[config.mk]
export PLATFORM = sky130hd
export DESIGN_NAME = trace_shim
export DESIGN_NICKNAME = d
export VERILOG_FILES = /design/src/rtl/trace_shim.sv
export SDC_FILE = /design/constraint.sdc
export NUM_CORES = 1
export LEC_CHECK = 0
export BUFFER_PORTS_ARGS = -buffer_cell sky130_fd_sc_hd__clkbuf_2
export CORE_AREA = 2 2 112 87
export DETAILED_ROUTE_END_ITERATION = 8
export DIE_AREA = 0 0 114 89
export PLACE_DENSITY = 0.81
export SYNTH_ARGS = -nofsm -noshare
export SYNTH_HDL_FRONTEND = slang
export SYNTH_SLANG_ARGS = --single-unit
export TNS_END_PERCENT = 100
[constraint.sdc]
create_clock -name clk -period 2.9 [get_ports clk]
set_clock_uncertainty 0.15 [all_clocks]
set_input_delay 0.29 -clock clk [delete_from_list [all_inputs] [get_ports clk]]
set_output_delay 0.29 -clock clk [all_outputs]
set_load 0.005 [all_outputs]
[src/rtl/trace_shim.sv]
// trace_shim -- verification shim around the `top` core.
//
// Passes instruction/result traffic to and from the core unchanged. It also
// records result changes and conditional jumps into a bounded trace FIFO,
// which the bench drains through a valid/ready port. Free-running cycle and
// jump counters expose timing and control flow directly.
//
// Optional feature macro: TRACE_TIMESTAMP_EN
//   defined   : every FIFO entry also stores cyc_cnt at capture; trace_ts
//               presents the stored value of the head entry.
//   undefined : entries are OUT_W+1 bits ({r, cjump}); trace_ts is tied to 0.
//
// Ports (trace_shim):
//   clk          in   1          single clock, rising edge
//   rst          in   1          asynchronous active-low reset (also core reset)
//   instr        in   INSTR_W    instruction to the core (passthrough)
//   r            out  OUT_W      core result (passthrough)
//   cjump        out  1          core conditional-jump flag (passthrough)
//   trace_en     in   1          enables event capture
//   clear        in   1          synchronous flush of FIFO, counters and flags
//   trace_valid  out  1          FIFO head holds a valid entry
//   trace_ready  in   1          consumer accepts the head entry
//   trace_r      out  OUT_W      head entry result value
//   trace_cj     out  1          head entry cjump bit
//   trace_ts     out  TS_W       head entry timestamp
//   cyc_cnt      out  TS_W       cycles since reset/clear (wraps)
//   jmp_cnt      out  CNT_W      cjump cycles since reset/clear (saturates)
//   level        out  clog2(DEPTH+1)  FIFO occupancy
//   overflow     out  1          sticky: an event was dropped
//
// The file also carries the small `top` core that the shim wraps:
//   instr = {op[1:0], imm[INSTR_W-3:0]}
//   op 00 NOP : r holds
//   op 01 LD  : r <= imm (zero-extended / truncated to OUT_W)
//   op 10 ADD : r <= r + imm (modulo 2^OUT_W)
//   op 11 JMP : r holds; cjump = 1 when r != 0 (combinational)

module top #(
  parameter int unsigned INSTR_W = 6,
  parameter int unsigned OUT_W   = 5
) (
  input  logic               clk,
  input  logic               rst,
  input  logic [INSTR_W-1:0] instr,
  output logic [OUT_W-1:0]   r,
  output logic               cjump
);

  localparam int unsigned IMM_W = INSTR_W - 2;

  typedef enum logic [1:0] {
    OP_NOP = 2'b00,
    OP_LD  = 2'b01,
    OP_ADD = 2'b10,
    OP_JMP = 2'b11
  } op_e;

  op_e              op;
  logic [IMM_W-1:0] imm;
  logic [OUT_W-1:0] imm_ext;

  assign op      = op_e'(instr[INSTR_W-1 -: 2]);
  assign imm     = instr[IMM_W-1:0];
  assign imm_ext = OUT_W'(imm);

  always_ff @(posedge clk or negedge rst) begin
    if (!rst) begin
      r <= '0;
    end else begin
      case (op)
        OP_LD:   r <= imm_ext;
        OP_ADD:  r <= r + imm_ext;
        default: r <= r;
      endcase
    end
  end

  assign cjump = (op == OP_JMP) && (r != '0);

endmodule

module trace_shim #(
  parameter int unsigned INSTR_W = 6,
  parameter int unsigned OUT_W   = 5,
  parameter int unsigned DEPTH   = 8,
  parameter int unsigned TS_W    = 16,
  parameter int unsigned CNT_W   = 8
) (
  input  logic                       clk,
  input  logic                       rst,
  input  logic [INSTR_W-1:0]         instr,
  output logic [OUT_W-1:0]           r,
  output logic                       cjump,
  input  logic                       trace_en,
  input  logic                       clear,
  output logic                       trace_valid,
  input  logic                       trace_ready,
  output logic [OUT_W-1:0]           trace_r,
  output logic                       trace_cj,
  output logic [TS_W-1:0]            trace_ts,
  output logic [TS_W-1:0]            cyc_cnt,
  output logic [CNT_W-1:0]           jmp_cnt,
  output logic [$clog2(DEPTH+1)-1:0] level,
  output logic                       overflow
);

  localparam int unsigned PTR_W = $clog2(DEPTH);
  localparam int unsigned LVL_W = $clog2(DEPTH+1);
`ifdef TRACE_TIMESTAMP_EN
  localparam int unsigned E_W = OUT_W + 1 + TS_W;
`else
  localparam int unsigned E_W = OUT_W + 1;
`endif

  // Core: outputs drive the passthrough ports directly (zero latency).
  top #(
    .INSTR_W (INSTR_W),
    .OUT_W   (OUT_W)
  ) u_core (
    .clk   (clk),
    .rst   (rst),
    .instr (instr),
    .r     (r),
    .cjump (cjump)
  );

  logic [OUT_W-1:0] r_prev;
  logic [PTR_W-1:0] wr_ptr;
  logic [PTR_W-1:0] rd_ptr;
  logic [E_W-1:0]   mem [DEPTH];
  logic [E_W-1:0]   wr_entry;
  logic [E_W-1:0]   head;
  logic             event_hit;
  logic             pop;
  logic             push_ok;
  logic             drop;

  assign trace_valid = (level != '0);
  assign pop         = trace_valid && trace_ready;
  assign event_hit   = trace_en && ((r != r_prev) || cjump);
  // A pop in the same cycle frees the slot, so a full FIFO still accepts.
  assign push_ok     = event_hit && ((level < LVL_W'(DEPTH)) || pop);
  assign drop        = event_hit && !push_ok;

`ifdef TRACE_TIMESTAMP_EN
  assign wr_entry = {r, cjump, cyc_cnt};
`else
  assign wr_entry = {r, cjump};
`endif

  always_ff @(posedge clk or negedge rst) begin
    if (!rst) begin
      r_prev   <= '0;
      wr_ptr   <= '0;
      rd_ptr   <= '0;
      level    <= '0;
      overflow <= 1'b0;
      cyc_cnt  <= '0;
      jmp_cnt  <= '0;
    end else if (clear) begin
      r_prev   <= '0;
      wr_ptr   <= '0;
      rd_ptr   <= '0;
      level    <= '0;
      overflow <= 1'b0;
      cyc_cnt  <= '0;
      jmp_cnt  <= '0;
    end else begin
      r_prev  <= r;
      cyc_cnt <= cyc_cnt + TS_W'(1);
      if (cjump && (jmp_cnt != '1)) begin
        jmp_cnt <= jmp_cnt + CNT_W'(1);
      end
      if (push_ok) begin
        wr_ptr <= wr_ptr + PTR_W'(1);
      end
      if (pop) begin
        rd_ptr <= rd_ptr + PTR_W'(1);
      end
      case ({push_ok, pop})
        2'b10:   level <= level + LVL_W'(1);
        2'b01:   level <= level - LVL_W'(1);
        default: level <= level;
      endcase
      if (drop) begin
        overflow <= 1'b1;
      end
    end
  end

  // Storage needs no reset: the head is only observed while level != 0.
  always_ff @(posedge clk) begin
    if (push_ok && !clear) begin
      mem[wr_ptr] <= wr_entry;
    end
  end

  assign head     = mem[rd_ptr];
  assign trace_r  = trace_valid ? head[E_W-1 -: OUT_W] : '0;
  assign trace_cj = trace_valid && head[E_W-OUT_W-1];

`ifdef TRACE_TIMESTAMP_EN
  assign trace_ts = trace_valid ? head[TS_W-1:0] : '0;
`else
  assign trace_ts = '0;
`endif

endmodule
Yosys cells after proc, flatten, opt, wreduce, memory -nomap -nowiden
Memory sizes are Yosys's and may differ from the RTL's.
Cells that the tools add are included.
- register bits after elaboration: 45
- bits in writable memories: 48
- bits of input ports: 11
- word-level logic and storage cells: 60
- memories kept: 1
- add/sub/neg operators: 7
- order comparisons: 1
- equality and inequality tests: 7
- muxes and demuxes: 16
- reduce and logical (&&, ||, !) cells: 20
- memories (name ; words ; bits a word ; read ports ; clocked after memory_dff ; wr ports ; RTL line ; RTL):
    mem ; 8 ; 6 ; 1 ; 0 ; 1 ; 130 ; logic [E_W-1:0] mem [DEPTH];
- operator list (kind ; count):
    adder 16 x 1 -> 16 bit, second input constant ; 1
    2-to-1 mux 16 bit ; 1
    2-to-1 mux 8 bit ; 2
    2-to-1 mux 3 bit ; 4
    2-to-1 mux 5 bit ; 2
    case mux 5 bit (2 select lines) ; 1
    nonzero test 2 bit ; 5
    adder 8 x 1 -> 8 bit, second input constant ; 1
    logical AND 1 bit ; 8
    inequality test 8 bit, second input constant ; 1
    case mux 4 bit (2 select lines) ; 1
    adder 3 x 1 -> 3 bit, second input constant ; 2
    == test 2 bit, second input constant ; 3
    adder 5 x 4 -> 5 bit ; 1
    inequality test 5 bit ; 1
    nonzero test 5 bit ; 1
    adder 4 x 1 -> 4 bit, second input constant ; 1
    == test 2 x 1 -> 1 bit, second input constant ; 2
    less-than comparator 4 bit, second input constant ; 1
    2-to-1 mux 1 bit ; 4
    2-to-1 mux 4 bit ; 1
    nonzero test 4 bit ; 1
    subtractor 4 x 1 -> 4 bit, second input constant ; 1
    nonzero test 3 bit ; 1
    other kinds (2) ; 4

Longest topological paths before layout
Gate-level depths: netlist of run 1.
- word-level depth: 9
- mapped depth: 11
- depth with buffers taken out: 10

By module
From an unflattened synthesis of run 1, not the netlist that was laid out.
- cells, all modules: 354
- area, all modules: 4473.0 sq um
- by module, submodules not included (module ; instances ; cells an instance ; area each (sq um) ; sequential area each (sq um)):
    trace_shim ; 1 ; 306 ; 4032.6 ; 2442.3
    top ; 1 ; 48 ; 440.4 ; 125.1

Worst setup path after synthesis of run 1
No wires, ideal clock.
- path type: reg2reg
- from: register u_core.r[0]
- to: register level[3]
- library setup time: 0.078 ns
- data arrival time: 2.478 ns
- required time: 2.672 ns
- slack: 0.194 ns
- cell stages (with the launch flop): 11
- clock period less this slack: 2.706 ns
- path through: dfrtp_1 > or4_4 > o211ai_2 > and4_4 > buf_6 > ha_1 > and3_1 > nand4_1 > o211ai_1 > o21a_1 > a21oi_1
- cells in the longest elaborated chain, start to end: 8
- elaborated cells on any way between the ends: 11
- those cells by class: eq/ne: 3; mux: 2; reduce/logical: 6
- ends and longest elaborated chain (item ; RTL line ; RTL):
    start: declaration ; 45 ; output logic [OUT_W-1:0] r,
    start signal: assignment ; 71 ; OP_LD: r <= imm_ext;
    start signal: assignment ; 72 ; OP_ADD: r <= r + imm_ext;
    start signal: assignment ; 73 ; default: r <= r;
    nonzero test 5 bit ; 78 ; assign cjump = (op == OP_JMP) && (r != '0);
    logical AND 1 bit ; 78 ;
    logical OR 1 bit * ; 140 ; assign event_hit = trace_en && ((r != r_prev) || cjump);
    logical AND 1 bit * ; 140 ;
    logical AND 1 bit * ; 142 ; assign push_ok = event_hit && ((level < LVL_W'(DEPTH)) || pop);
    == test 2 x 1 -> 1 bit or == test 2 bit (tied branches) ; 180 ; case ({push_ok, pop})
    case mux 4 bit (2 select lines) ; 180 ;
    2-to-1 mux 4 bit ; 160 ; end else if (clear) begin
    end signal: assignment ; 181 ; 2'b10: level <= level + LVL_W'(1);
    end signal: assignment ; 182 ; 2'b01: level <= level - LVL_W'(1);
    end signal: assignment ; 183 ; default: level <= level;
    end: declaration ; 103 ; output logic [$clog2(DEPTH+1)-1:0] level,
Every way passes the cells marked *; elsewhere a longest branch is shown, timed or not.
A chain may end at the register's enable or synchronous reset.

Worst setup path after layout of run 1
Same ends and word-level chain as after synthesis.

==> results of run 1 <==
[cell families (layout without fill, tap and decap cells)]
logic type | count (synthesis) | in the layout | share of synthesized area
other | 1 | 16 | 0.000850
buffers and inverters | 38 | 97 | 0.0479
muxes | 28 | 28 | 0.0998
AOI/OAI and AO/OA | 26 | 26 | 0.0377
xor gates and xnor gates | 32 | 32 | 0.0635
and+or+nand+nor | 108 | 108 | 0.130
DFF | 93 | 93 | 0.582
adders and majority gates | 13 | 13 | 0.0386
[worst max path at each step]
stage | cells past startpoint | to | from
finish | 9 | level[3]$_DFFE_PN0P_ | u_core.r[0]$_DFFE_PN0P_
global route | 9 | level[3]$_DFFE_PN0P_ | u_core.r[0]$_DFFE_PN0P_
CTS | 9 | level[3]$_DFFE_PN0P_ | u_core.r[0]$_DFFE_PN0P_
detailed placement | 9 | level[3]$_DFFE_PN0P_ | u_core.r[0]$_DFFE_PN0P_
global placement | 9 | level[3]$_DFFE_PN0P_ | u_core.r[0]$_DFFE_PN0P_
floorplan | 10 | level[3]$_DFFE_PN0P_ | u_core.r[0]$_DFFE_PN0P_
[synthesized netlist by cell type (2+ instances only)]
master | count | area [µm²]
a31oi_1 | 2 | 12.5
edfxtp_1 | 48 | 1440
a21o_1 | 3 | 22.5
nor3_1 | 3 | 15.0
dfrtp_1 | 45 | 1130
nor3b_1 | 3 | 22.5
and4_1 | 2 | 17.5
mux2_4 | 2 | 30.0
nor2b_1 | 9 | 56.3
buf_4 | 16 | 120
and2_1 | 2 | 12.5
ha_1 | 12 | 150
mux4_2 | 12 | 270
mux2i_1 | 14 | 140
nand2_1 | 14 | 52.6
a21oi_1 | 7 | 35.0
nor2_1 | 41 | 154
xnor2_1 | 8 | 70.1
nand3_1 | 9 | 45.0
nand4_1 | 6 | 37.5
xor2_1 | 24 | 210
and3_1 | 6 | 37.5
inv_1 | 9 | 33.8
and3b_1 | 2 | 17.5
clkbuf_1 | 6 | 22.5
o21ai_0 | 5 | 25.0
nand3b_1 | 2 | 15.0
buf_1 | 4 | 15.0
o21ai_1 | 2 | 10.0
[flip-flops by register name, summed over array words and instances, names as in the netlist]
register	count
cyc_cnt	16
jmp_cnt	8
level	4
mem	48
overflow	1
r_prev	5
rd_ptr	3
u_core.r	5
wr_ptr	3
[per-stage QoR]
| step | hold slack, ns | power, mW | instance area (µm²) | setup WS [ns] |
|---|---|---|---|---|
| after floorplan | -0.156 | 2.38 | 4470 | 0.194 |
| after global placement | 0.254 | 2.70 | 4830 | 0.251 |
| after detailed placement | 0.266 | 2.76 | 4830 | 0.169 |
| after CTS | 0.116 | 3.93 | 5130 | 0.146 |
| after global routing | 0.156 | 4.10 | 5130 | 0.00520 |
| final | 0.112 | 3.89 | 5130 | 0.115 |
[tightest hold or removal path: cells and delay by family]
kind | cells | cell delay, ns
buffers and inverters | 1 | 0.09
multiplexers | 1 | 0.06
AO/OA/AOI/OAI | 1 | 0.12
[layout make-up]
| type | count | area (µm²) |
|---|---|---|
| clock buffers | 12 | 246 |
| clock inverters | 4 | 48.8 |
| fillers | 734 | 3800 |
| inverters | 10 | 37.5 |
| multi-input cells | 223 | 1690 |
| flip-flops and latches | 93 | 2570 |
| well taps | 112 | 140 |
| repair buffers | 71 | 405 |
[power groups by stage]
stage	clock network, mW	logic (mW)	registers (mW)
after detailed placement	0	1.01	1.75
final	1.17	0.999	1.72
after floorplan	0	0.679	1.70
after global routing	1.24	1.11	1.75
after global placement	0	0.965	1.74
after CTS	1.19	1.01	1.73
[per-layer routing]
layer	global-route usage	vias up	part of all wire
met5	0	-	0
met1	0.241	1415	0.43
li1	-	1319	-
met4	0.0665	0	0.013
met3	0.0461	11	0.062
met2	0.308	83	0.49
[what timing repair did]
item                                    CTS  global route
endpoints found under the setup margin    0             0
hold buffers                              1             0
resized for setup                         0             0
endpoints found under the hold margin    30             0
[cells in the final DEF, fill, tap and decap left out, types with 2 or more instances in the layout]
cell       count
clkbuf_2      52
edfxtp_1      48
dfrtp_1       45
nor2_1        41
xor2_1        24
buf_4         18
conb_1        16
mux2i_1       14
nand2_1       14
mux4_2        12
ha_1          12
inv_1          9
nor2b_1        9
nand3_1        9
clkbuf_16      9
xnor2_1        8
a21oi_1        7
and3_1         6
nand4_1        6
o21ai_0        5
nor3b_1        3
nor3_1         3
a21o_1         3
o21ai_1        2
and4_1         2
and2_1         2
nand3b_1       2
and3b_1        2
a31oi_1        2
mux2_4         2
clkinv_2       2
clkbuf_1       2
==> results.yml, run 1 <==
timing:
  drv_slew: 0
  fmax_ghz: 0.359
  hold_viol: 0
  setup_violations: 0
  maxSlewHeadroom: 0.375
  rsz0062_at_grt: "false"
  fin_crit_sh: 0.960
  setup_tns_ns: 0
  worst_slew_pin_slew_ns: 0.930
  min_period_ns: 2.78
routing:
  drtAntennaViolNets: 0
  avgViaCountPerCell: 5.39
  drc: 0
  wl_per_cell_um: 16.9
  drt_iter0_markers: 280
  firstDrtPassIters: 4
  vias: 2828
  drt-total-wl_mm: 8.87
setup_path:
  crit_family: "simple AND/OR/NAND/NOR gates"
  worst_setup_path_start_kind: "flop"
  max_stage_delay_ns: 0.58
  worstRegToRegCells: 9
  critPathArrivalTime_ns: 2.90
  crit_slowest_cell: "or4_4"
  critical_path_class: "flop to flop"
  crit_chain: "or4_4 -> o211ai_2 -> and4_4 -> ha_1 -> and3_1 -> nand4_1 -> o211ai_1 -> o21a_1 -> a21oi_1"
  reg2reg_slack_ns: 0.12
  worst-path-max-fanout: 5
  path_buf_inv: 0
  critPathCaptureType: "flop"
  rr_startpoint: "u_core.r[0]$_DFFE_PN0P_"
  cp.required_ns: 3.01
  r2r_end: "level[3]$_DFFE_PN0P_"
logic_synthesis:
  ys_seq_elements: 93
  ys_types: 50
  synth_edf_count: 48
  avgSynthCellArea_um2: 13.0
  postSynth.asyncResetShare: 0.484
  ys_warn_count: 0
  yosysSeqAreaShare: 0.582
  ys.flop_type: "edfxtp_1"
  synth_cells: 339
  synthesis.area_um2: 4410
global_routing:
  grt_pass1_wl_mm: 14.1
  grt_overflow: 0
  grt_pass1_vias: 2728
  grt_max_degree: 44
  grt_usage: 0.185
  antenna_found_initial: 0
placed_design:
  gp_congestion: 0.809
  hpwl_mm: 6.21
  placed_cells: 508
  port_buffers: 52
die:
  pin_count: 69
  die_h_um: 89
  core_um2: 8930
  die_area_um2: 10100
  die_w_um: 114
  start_util: 0.494
  num_rows: 30
clock_tree:
  post-cts-setup-buffers: 0
  cts.clk_slew.worst_paths_ns: 0.06
  root_buffer: "clkbuf_16"
  cts.path.max_buffers: 2
  worstSkewPairLatency_ns: 0.34
  cts_tree: "done"
  cts.sinks: 93
  htreeDepth: 3
  numCtsBuffers: 9
power_and_ir_drop:
  p_sw_frac: 0.290
  power_switching_mw: 1.13
  power.density_nw_per_um2: 757
  intPower_mw: 2.76
  power_leakage_nw: 2.24
  power_frac_seq: 0.443
  p_clk_frac: 0.300
  ir_drop_v: 0.000361
  power.share.combinational: 0.257
worst_hold_path:
  hp-class: "primary input to flop"
  min-delay-start: "instr[3]"
  worst_hold_path.endpoint: "u_core.r[3]$_DFFE_PN0P_"
  hold_path_depth: 3
layout:
  antenna_cells: 0
  finish.utilization: 0.575
  syn_to_final_growth_pct: 16.4
  nets: 432
  stdcell_count: 525
  drive_gt1_frac: 0.254
status:
  outcome: "complete, no violations"
run:
  cap_violations: 0
(Power assumes the default switching activity.)
==> inputs of run 2 (changes only) <==
--- a/config.mk
+++ b/config.mk
@@ -6,10 +6,10 @@
 export NUM_CORES = 1
 export LEC_CHECK = 0
 export BUFFER_PORTS_ARGS = -buffer_cell sky130_fd_sc_hd__clkbuf_2
-export CORE_AREA = 2 2 112 87
+export CORE_AREA = 2 2 105 82
 export DETAILED_ROUTE_END_ITERATION = 8
-export DIE_AREA = 0 0 114 89
-export PLACE_DENSITY = 0.81
+export DIE_AREA = 0 0 107 84
+export PLACE_DENSITY = 0.89
 export SYNTH_ARGS = -nofsm -noshare
 export SYNTH_HDL_FRONTEND = slang
 export SYNTH_SLANG_ARGS = --single-unit
==> results.yml, run 2 (same netlist as run 1, synthesis figures left out) <==
status:
  outcome: "complete, no violations"
setup_path:
  crit_family: "simple AND/OR/NAND/NOR gates"
  crit_slowest_cell: "or4_4"
  max_stage_delay_ns: 0.57
  worst_setup_path_start_kind: "flop"
  path_depth: 9
  cp.required_ns: 3.04
  path_buf_inv: 0
  critPathCaptureType: "flop"
  reg2reg_slack_ns: 0.11
  critPathArrivalTime_ns: 2.93
  worst-path-max-fanout: 6
  worstRegToRegCells: 9
  critical_path_class: "flop to flop"
  crit_chain: "or4_4 -> o211ai_2 -> and4_4 -> ha_1 -> and3_1 -> nand4_1 -> o211ai_1 -> o21a_1 -> a21oi_1"
power_and_ir_drop:
  power_frac_seq: 0.486
  intPower_mw: 2.40
  power.density_nw_per_um2: 705
  p_clk_frac: 0.233
  power.share.combinational: 0.281
  power_switching_mw: 1.14
  ir_drop_v: 0.000419
  p_sw_frac: 0.322
  power_leakage_nw: 2.18
  power.total_mw: 3.53
clock_tree:
  cts.sinks: 93
  worstSkewPairLatency_ns: 0.36
  cts.clk_slew.worst_paths_ns: 0.09
  cts.path.max_buffers: 2
  cts_tree: "done"
  numCtsBuffers: 9
  htreeDepth: 3
  root_buffer: "clkbuf_8"
layout:
  largest_reg_flops: 48
  mostFrequentLayoutCell: "clkbuf_2"
  nets: 430
  layout_common_cells: "clkbuf_2 (52), edfxtp_1 (48), dfrtp_1 (45)"
  syn_to_final_growth_pct: 13.6
  antenna_cells: 0
  drive_gt1_frac: 0.255
  regMostFlops: "mem"
  largestRegisters: "mem x48, cyc_cnt x16, jmp_cnt x8"
timing:
  fin_crit_sh: 0.963
  maxSlewHeadroom: 0.269
  whs_ns: 0.0815
  drv_slew: 0
  rsz0062_at_grt: "false"
  setup_violations: 0
  min_period_ns: 2.79
  hold_viol: 0
  setup_tns_ns: 0
  fmax_ghz: 0.358
  worst_slew_pin_slew_ns: 1.10
global_routing:
  grt_usage: 0.206
  grt_max_degree: 46
  antenna_found_initial: 0
  grt_overflow: 0
  grt_pass1_vias: 2846
  grt_pass1_wl_mm: 14.1
worst_hold_path:
  hp-class: "primary input to flop"
  hold_path_depth: 2
die:
  pin_count: 69
  die_w_um: 107
  core_um2: 8090
  die_h_um: 84
  start_util: 0.545
  die_area_um2: 8990
  num_rows: 29
routing:
  drc: 0
  drt-total-wl_mm: 8.51
  firstDrtPassIters: 5
  wl_per_cell_um: 16.4
  drtAntennaViolNets: 0
  vias: 2844
  drt_iter0_markers: 247
  avgViaCountPerCell: 5.48
run:
  cap_violations: 0
placed_design:
  gp_congestion: 0.858
  hpwl_mm: 5.93
  port_buffers: 52
==> run 2: path summary, 6_finish.rpt <==
path	to	from
worst max-delay path	level[3]$_DFFE_PN0P_	u_core.r[0]$_DFFE_PN0P_
worst min-delay path	r_prev[3]$_DFF_PN0_	clear
worst max register to register	level[3]$_DFFE_PN0P_	u_core.r[0]$_DFFE_PN0P_
worst min register to register	cyc_cnt[0]$_DFF_PN0_	cyc_cnt[0]$_DFF_PN0_
max in group asynchronous	u_core.r[2]$_DFFE_PN0P_	rst
min in group asynchronous	cyc_cnt[6]$_DFF_PN0_	rst
==> run 2: worst register-to-register path: stages (launching register included) <==
cell	delay (ns)
dfrtp_1	0.47
or4_4	0.57
o211ai_2	0.22
and4_4	0.29
ha_1	0.28
and3_1	0.21
nand4_1	0.09
o211ai_1	0.11
o21a_1	0.20
a21oi_1	0.14
==> run 2: per-stage QoR <==
stage                     std cells  utilization  worst slack (ns)  area [µm²]
after floorplan                 354            -             0.194        4470
after global placement          502        0.594             0.237        4810
after detailed placement        502        0.594             0.148        4810
after CTS                       519        0.619             0.118        5010
after global routing            519        0.619            0.0224        5010
final                           519        0.619             0.107        5010
==> run 2: power by group through the flow <==
stage / registers, mW / clock network, mW / logic [mW]
final: 1.72 / 0.825 / 0.993
after global routing: 1.74 / 0.891 / 1.11
after CTS: 1.72 / 0.843 / 0.999
after detailed placement: 1.74 / 0 / 0.993
after global placement: 1.73 / 0 / 0.956
after floorplan: 1.70 / 0 / 0.679
==> run 2: cell type report <==
type                    instances  area, µm²
clock buffers                   9        124
flip-flops and latches         93       2570
multi-input cells             223       1690
inverters                      10       37.5
clock inverters                 7       67.6
well taps                     108        135
fillers                       617       3080
repair buffers                 69        390
==> run 2: what timing repair did <==
item                      in CTS  in global routing
resized for setup              0                  0
hold endpoints to repair      35                  0
buffers inserted               0                  0
hold buffers                   1                  0
==> run 2: metal layers <==
layer / wire [µm] / global-route usage / share of wire
met5: 0 / 0 / 0
met4: 135 / 0.0685 / 0.016
met3: 442 / 0.0445 / 0.052
met2: 4270 / 0.342 / 0.50
met1: 3660 / 0.270 / 0.43
==> inputs of run 3 (changes only) <==
--- a/config.mk
+++ b/config.mk
@@ -6,9 +6,11 @@
 export NUM_CORES = 1
 export LEC_CHECK = 0
 export BUFFER_PORTS_ARGS = -buffer_cell sky130_fd_sc_hd__clkbuf_2
-export CORE_AREA = 2 2 105 82
+export CELL_PAD_IN_SITES_DETAIL_PLACEMENT = 0
+export CELL_PAD_IN_SITES_GLOBAL_PLACEMENT = 1
+export CORE_AREA = 2 2 117 90
 export DETAILED_ROUTE_END_ITERATION = 8
-export DIE_AREA = 0 0 107 84
+export DIE_AREA = 0 0 119 92
 export PLACE_DENSITY = 0.89
 export SYNTH_ARGS = -nofsm -noshare
 export SYNTH_HDL_FRONTEND = slang
==> results.yml, run 3 (same netlist as run 1, synthesis figures left out) <==
setup_path:
  critPathArrivalTime_ns: 2.75
  critPathCaptureType: "flop"
  max_stage_delay_ns: 0.54
  critical_path_class: "flop to flop"
  worst_setup_path_start_kind: "flop"
  cp.required_ns: 3.01
  crit_slowest_cell: "or4_4"
  crit_chain: "or4_4 -> o211ai_2 -> and4_4 -> ha_1 -> and3_1 -> nand4_1 -> o211ai_1 -> o21a_1 -> a21oi_1"
  worst-path-max-fanout: 5
die:
  start_util: 0.443
  pin_count: 69
  die_h_um: 92
  core_um2: 9970
  die_area_um2: 10900
  die_w_um: 119
  num_rows: 32
run:
  cap_violations: 0
placed_design:
  gp_congestion: 0.775
  hpwl_mm: 5.86
  port_buffers: 52
power_and_ir_drop:
  power.total_mw: 3.81
  power_leakage_nw: 2.23
  power_switching_mw: 1.11
  p_sw_frac: 0.291
  intPower_mw: 2.70
  power_frac_seq: 0.446
  ir_drop_v: 0.000354
  p_clk_frac: 0.286
  power.share.combinational: 0.267
  power.density_nw_per_um2: 741
layout:
  regMostFlops: "mem"
  syn_to_final_growth_pct: 16.7
  drive_gt1_frac: 0.255
  largest_reg_flops: 48
  layout_common_cells: "clkbuf_2 (52), edfxtp_1 (48), dfrtp_1 (45)"
  fillers: 854
  mostFrequentLayoutCell: "clkbuf_2"
  antenna_cells: 0
  largestRegisters: "mem x48, cyc_cnt x16, jmp_cnt x8"
  nets: 431
global_routing:
  grt_pass1_wl_mm: 13.7
  grt_max_degree: 46
  grt_pass1_vias: 2637
  antenna_found_initial: 0
  grt_overflow: 0
  grt_usage: 0.165
timing:
  maxSlewHeadroom: 0.496
  setup_violations: 0
  drv_slew: 0
  fin_crit_sh: 0.910
  fmax_ghz: 0.379
  hold_viol: 0
  worst_slew_pin_slew_ns: 0.746
  setup_tns_ns: 0
  min_period_ns: 2.64
  rsz0062_at_grt: "false"
worst_hold_path:
  hp-class: "primary input to flop"
clock_tree:
  post-cts-setup-buffers: 0
  numCtsBuffers: 9
  cts.path.max_buffers: 2
  worstSkewPairLatency_ns: 0.34
  cts.clk_slew.worst_paths_ns: 0.06
  root_buffer: "clkbuf_16"
  cts_resized: 0
  cts.sinks: 93
  cts_tree: "done"
  cts-hold-fix-buffers: 1
  htreeDepth: 3
routing:
  vias: 2721
  firstDrtPassIters: 4
  drc: 0
  drt_iter0_markers: 106
  wl_per_cell_um: 15.5
  avgViaCountPerCell: 4.97
  drtAntennaViolNets: 0
  drt-total-wl_mm: 8.49
status:
  outcome: "complete, no violations"
-- run 3: changes by cell type in the layout (fill, tap and decap cells not counted) --
cell	previous run	this run
inv_8	2	0
clkinvlp_4	2	1
clkbuf_8	9	2
buf_4	16	17
clkbuf_16	0	9
clkbuf_1	0	1
clkinv_4	0	1
clkinv_8	1	0
-- run 3: final cells by class --
class	instances	area, µm²	share of cell area
inverter	10	37.5	0.00729
multi-input combinational	223	1690	0.328
tap	136	170	0.0330
clock inverter	4	30.0	0.00583
sequential	93	2570	0.499
clock buffer	12	256	0.0498
timing repair buffer	70	398	0.0773
-- run 3: final timing paths --
kind | from | endpoint | slack, ns | cells after the start
worst max-delay path | u_core.r[0]$_DFFE_PN0P_ | level[3]$_DFFE_PN0P_ | 0.26 | 9
worst min-delay path | instr[3] | u_core.r[3]$_DFFE_PN0P_ | 0.13 | 3
worst max register to register | u_core.r[0]$_DFFE_PN0P_ | level[3]$_DFFE_PN0P_ | 0.26 | 9
worst min register to register | cyc_cnt[0]$_DFF_PN0_ | cyc_cnt[0]$_DFF_PN0_ | 0.35 | 1
max in group asynchronous | rst | jmp_cnt[7]$_DFFE_PN0P_ | 1.77 | 3
min in group asynchronous | rst | rd_ptr[0]$_DFFE_PN0P_ | 0.42 | 3
-- run 3: power groups by stage --
stage	Combinational [mW]	Sequential [mW]	Clock [mW]
6_report	1.02	1.70	1.09
5_1_grt	1.14	1.72	1.17
4_1_cts	1.04	1.70	1.12
3_5_place_dp	1.02	1.72	0
3_3_place_gp	0.996	1.71	0
2_1_floorplan	0.679	1.70	0
-- run 3: per-stage QoR --
step	cell area [µm²]	hold slack (ns)	std cells	worst slack, ns	utilization
floorplan	4470	-0.156	354	0.194	-
global placement	4850	0.260	531	0.306	0.487
detailed placement	4850	0.257	531	0.280	0.487
CTS	5150	0.122	548	0.263	0.516
global route	5150	0.135	548	0.106	0.516
finish	5150	0.127	548	0.261	0.516
-- run 3: worst max-delay path, delay by kind of cell, from the launching register on --
family / cells / cell delay (ns)
and+or+nand+nor: 4 / 1.11
AOI/OAI and AO/OA: 4 / 0.66
DFF: 1 / 0.37
adders and majority gates: 1 / 0.27
-- run 3: layer usage --
metal  vias to the layer above  global-route usage  wire length [µm]
met5                         -                   0                 0
met4                         0              0.0476               105
met3                         9              0.0466               353
met2                        61               0.269              4110
met1                      1336               0.217              3920
li1                       1315                   -                 -
